--- src/rtl/cpu_ctrl_pkg.sv ---
// rtl/cpu_ctrl_pkg.sv - shared encodings for the pipeline hazard controller
// Contents: controller state encoding, register-0 constant.
package cpu_ctrl_pkg;

   typedef enum logic [1:0] {
      RUN       = 2'd0,
      FREEZE    = 2'd1,
      FREEZE_BR = 2'd2
   } hz_state_e;

   localparam logic [4:0] REG_ZERO = 5'd0;

endpackage

--- src/rtl/pipeline_hazard_ctrl_sat_counter.sv ---
// rtl/pipeline_hazard_ctrl_sat_counter.sv - saturating up-counter for performance debug
// Ports: clk, reset (async active-low), inc (count one), count (holds at all-ones).
module sat_counter #(
   parameter int W = 16
) (
   input  logic         clk,
   input  logic         reset,
   input  logic         inc,
   output logic [W-1:0] count
);

   logic [W-1:0] count_q;

   always_ff @(posedge clk or negedge reset) begin
      if (!reset) begin
         count_q <= '0;
      end else if (inc && (count_q != {W{1'b1}})) begin
         count_q <= count_q + {{(W-1){1'b0}}, 1'b1};
      end
   end

   assign count = count_q;

endmodule

--- src/rtl/pipeline_hazard_ctrl.sv ---
// rtl/pipeline_hazard_ctrl.sv - load-use stall, branch flush and memory freeze control
// Ports: clk, reset (async active-low); IF/ID and ID/EXE operand fields for the
// load-use check; branchTaken, memBusy; write enables for PC and the four
// pipeline registers; bubble requests for IF/ID, ID/EXE, EXE/MEM; saturating
// stallCycles / flushCount counters.
module pipeline_hazard_ctrl
   import cpu_ctrl_pkg::*;
#(
   parameter int CNT_W = 16
) (
   input  logic             clk,
   input  logic             reset,
   input  logic [4:0]       ifIdRs,
   input  logic [4:0]       ifIdRt,
   input  logic             ifIdUsesRt,
   input  logic             idExeMemRead,
   input  logic [4:0]       idExeRt,
   input  logic             branchTaken,
   input  logic             memBusy,
   output logic             pcWrite,
   output logic             ifIdWrite,
   output logic             idExeWrite,
   output logic             exeMemWrite,
   output logic             memWbWrite,
   output logic             ifIdFlush,
   output logic             idExeFlush,
   output logic             exeMemFlush,
   output logic [CNT_W-1:0] stallCycles,
   output logic [CNT_W-1:0] flushCount
);

   hz_state_e  state_q, state_d;
   logic [4:0] wr_en;      // {pc, ifId, idExe, exeMem, memWb}
   logic [2:0] flush;      // {ifId, idExe, exeMem}
   logic       stall_inc;
   logic       flush_inc;
   logic       load_use;
   logic       br_pend;

   assign load_use = idExeMemRead && (idExeRt != REG_ZERO) &&
                     ((idExeRt == ifIdRs) || (ifIdUsesRt && (idExeRt == ifIdRt)));

   // A branch latched during a freeze is replayed on the first non-busy cycle.
   assign br_pend = branchTaken || (state_q == FREEZE_BR);

   always_comb begin
      state_d   = state_q;
      wr_en     = 5'b00000;
      flush     = 3'b000;
      stall_inc = 1'b0;
      flush_inc = 1'b0;
      if (memBusy) begin
         stall_inc = 1'b1;
         state_d   = br_pend ? FREEZE_BR : FREEZE;
      end else begin
         state_d = RUN;
         if (br_pend) begin
            // Flush wins over load-use: the dependent instruction is discarded.
            wr_en     = 5'b11111;
            flush     = 3'b111;
            flush_inc = 1'b1;
         end else if (load_use) begin
            wr_en     = 5'b00111;
            flush     = 3'b010;
            stall_inc = 1'b1;
         end else begin
            wr_en = 5'b11111;
         end
      end
      // Outputs are Mealy, so reset must mask them combinationally.
      if (!reset) begin
         wr_en     = 5'b00000;
         flush     = 3'b000;
         stall_inc = 1'b0;
         flush_inc = 1'b0;
      end
   end

   always_ff @(posedge clk or negedge reset) begin
      if (!reset) begin
         state_q <= RUN;
      end else begin
         state_q <= state_d;
      end
   end

   assign {pcWrite, ifIdWrite, idExeWrite, exeMemWrite, memWbWrite} = wr_en;
   assign {ifIdFlush, idExeFlush, exeMemFlush} = flush;

   sat_counter #(.W(CNT_W)) u_stall_cnt (
      .clk   (clk),
      .reset (reset),
      .inc   (stall_inc),
      .count (stallCycles)
   );

   sat_counter #(.W(CNT_W)) u_flush_cnt (
      .clk   (clk),
      .reset (reset),
      .inc   (flush_inc),
      .count (flushCount)
   );

endmodule

--- config.mk ---
export PLATFORM = sky130hd
export DESIGN_NAME = pipeline_hazard_ctrl
export DESIGN_NICKNAME = d
export VERILOG_FILES = /design/src/rtl/cpu_ctrl_pkg.sv /design/src/rtl/pipeline_hazard_ctrl_sat_counter.sv /design/src/rtl/pipeline_hazard_ctrl.sv
export SDC_FILE = /design/constraint.sdc
export NUM_CORES = 1
export LEC_CHECK = 0
export BUFFER_PORTS_ARGS = -buffer_cell sky130_fd_sc_hd__buf_2
export CAP_MARGIN = 15
export CORE_UTILIZATION = 45
export CTS_CLUSTER_SIZE = 14
export DETAILED_ROUTE_END_ITERATION = 8
export PLACE_DENSITY = 0.81
export SLEW_MARGIN = 15
export SYNTH_ARGS = -nofsm -noshare
export SYNTH_HDL_FRONTEND = slang
export SYNTH_HIERARCHICAL = 1
export SYNTH_SLANG_ARGS = --single-unit
export TNS_END_PERCENT = 30
--- constraint.sdc ---
create_clock -name clk -period 2.8 [get_ports clk]
set_input_delay 0.28 -clock clk [delete_from_list [all_inputs] [get_ports clk]]
set_output_delay 0.28 -clock clk [all_outputs]
set_load 0.01 [all_outputs]
==> run summary <==
Result of the run - finished clean
DRT iter0 DRCs - 88
Io pins - 61
FF-to-FF Start - state_q[0]$_DFF_PN0_
Crit path depth - 8
Clock Skews - 9.823 ps
Met2 usage - 35.17%
Tcrit/Tclk final - 81.23%
Via count - 1733
Post-synthesis cell area - 0.002004 mm2
Clk slew on worst S/H paths - 70 ps
Dpl ws - 450.6 ps
Commonest non-fill, non-tap cells in the layout - 60 x buf_2, 34 x dfrtp_1, 16 x nand4_1
Met1 usage - 23.05%
Bufs and invs on worst path - 2
Final slew viol count - 0
Share of post-route cells with drive strength above 1 - 37.40%
Final Hold Viols - 0
Worst Path Arrival - 2460 ps
Critical Path Max Stage Delay - 530 ps
H-Tree Depth - 2
Min-Delay Path Class - input port to flip-flop
CP Launch Type - input port
CTS tree - yes
Syn avg cell area - 11.20 um2
Worst r2r dst - u_flush_cnt/count[5]$_DFFE_PN0P_
Max-cap violations - 0
Synth warn - 6
Final std cells w/o fill - 296
Die width - 68.74 um
Delay-heaviest family, CP - simple AND/OR/NAND/NOR gates
Hold_sp - memBusy
CP Cell Sequence - dlygate4sd3_1 -> buf_2 -> nand2b_1 -> nor2_1 -> and3_1 -> and4_2 -> o211ai_1 -> o21a_1
Seq/Total Area, Yosys - 42.45%
Dpl hpwl - 3.262 mm
Total negative setup slack - 0 ps
Final hold slack - 252.1 ps
Final Cell Area - 0.002505 mm2
Highest clock rate - 0.4397 GHz
Setup Crit Path Kind - input port to flip-flop
Dominant synthesized flop cell - dfrtp_1
RSZ-0062 raised after global routing - no
First-pass GRT wire length - 6.762 mm
Slowest-stage cell, CP - dlygate4sd3_1
WHS Endpoint - state_q[1]$_DFF_PN0_
Grt met3 use - 4.441%
Post-synthesis cell type count - 39
Antenna Nets Post-Route - 0
Area after DPL - 0.002352 mm2
Layout area overhead - 24.97%
DR vias/cell - 5.855
CORE AREA - 0.004144 mm2
Final setup viols - 0
Clock Path Buffers - 2
Row cnt - 23
Busiest grt layer - met2
Setup Fix Bufs, Post-CTS - 0
Root Buffer - clkbuf_8
Remaining Overflow, GRT - 0
Critical Path Fanout Max - 9
PwrDens - 631.5 mW/mm2
Die Y - 68.74 um
Cell count after placement - 287
Drt first pass iters - 4
Total wire length - 4.339 mm
Worst R2R Path Depth - 7
Static leakage - 1.213 nW
Gate Count Post-Synth - 179
Setup ws final - 525.6 ps
CTS Buf Count - 5
Initial antenna violation count - 0
Vias in the first global route - 1500
Yosys reg bits - 34
WP data required - 2980 ps
Synth async-reset ratio - 100.0%
Number of synthesized flops with an enable pin - 0
Port-buffer cells - 60
Routed len/inst - 14.66 um
Worst slew margin - 62.71%
Worst IR Drop VDD - 0.0002241 V
Largest net degree at the start of global routing - 30
Most common cell after layout, fill and taps aside - buf_2
Gp weighted congestion - 0.7816
Nets - 268
WHS Path Cells - 2
Diodes inserted - 0
Starting Density - 48.37%
Syn_nets - 202
R2r setup slk - 710 ps
Crit path capture type - flip-flop
Slew @ Worst Pin - 557.3 ps
DRC - 0
Post-layout minimum cycle time - 2274 ps
Area of the die - 0.004725 mm2
Clk_lat worst skew - 290 ps
CTS Sinks - 34
Total global-route track usage - 19.84%
[per-stage QoR]
| step | total power, mW | utilization [%] |
|---|---|---|
| floorplan | 0.8706 | - |
| global placement | 1.023 | 56.76 |
| CTS | 1.599 | 60.45 |
| finish | 1.582 | 60.45 |
| global route | 1.668 | 60.45 |
| detailed placement | 1.035 | 56.76 |
[kinds of logic (layout without fill, tap and decap cells)]
kind of cell             after synthesis  count (layout)  synth area share [%]
XOR/XNOR                              24              24                 10.49
adder cells (fa/ha/maj)                2               2                 1.248
buffers and inverters                  5              72                 1.685
multiplexers                           2               2                 1.124
AND/OR/NAND/NOR                       77              77                 29.71
flip-flops                            34              34                 42.45
AO/OA/AOI/OAI                         35              35                 13.30
[worst max path at each step]
stage                    start                                end  slack, ps
finish                   reset   u_flush_cnt/count[5]$_DFFE_PN0P_        530
floorplan           idExeRt[3]   u_stall_cnt/count[5]$_DFFE_PN0P_        540
global placement    idExeRt[1]   u_stall_cnt/count[7]$_DFFE_PN0P_        520
detailed placement  idExeRt[1]   u_stall_cnt/count[7]$_DFFE_PN0P_        450
global route             reset  u_flush_cnt/count[10]$_DFFE_PN0P_        350
CTS                      reset  u_flush_cnt/count[10]$_DFFE_PN0P_        520
[repair_timing]
item | 4_1_cts | 5_1_grt
hold endpoints to repair | 5 | 0
gates resized for setup | 0 | 0
hold buffers | 1 | 0
[power breakdown]
| group | switching [mW] | internal [mW] | leakage [nW] |
|---|---|---|---|
| Clock | 0.179 | 0.380 | 0.0714 |
| Combinational | 0.179 | 0.148 | 0.686 |
| Sequential | 0.130 | 0.567 | 0.456 |
[cells in the mapped netlist, types with 3 or more instances]
cell | instances | area [um2]
nor2_1 | 7 | 26.28
a21oi_1 | 6 | 30.03
xor2_1 | 13 | 113.9
xnor2_1 | 11 | 96.34
and3_1 | 4 | 25.02
nand2_1 | 10 | 37.54
a32oi_1 | 3 | 26.28
a31oi_1 | 6 | 37.54
dfrtp_1 | 34 | 850.8
nand3_1 | 10 | 50.05
o21a_1 | 10 | 75.07
o21ai_0 | 3 | 15.01
buf_4 | 4 | 30.03
nor4_4 | 4 | 85.08
nand4_1 | 16 | 100.1
[state kept, by name, summed over array words and instances (netlist names)]
register           cells
u_stall_cnt/count     16
u_flush_cnt/count     16
state_q                2
[metal layers]
layer,part of all wire [%],vias to the layer above
li1,-,819
met3,4.8,11
met2,51,63
met5,0,-
met4,1.8,0
met1,43,840
[final cells by class]
class	instances	area, um2
clock buffer	6	82.58
fill	360	1639
sequential	34	850.8
clock inverter	2	60.06
tap	50	62.56
timing repair buffer	63	325.3
multi-input combinational	140	1120
inverter	1	3.754
No activity file was read; power rests on OpenSTA's default activity.
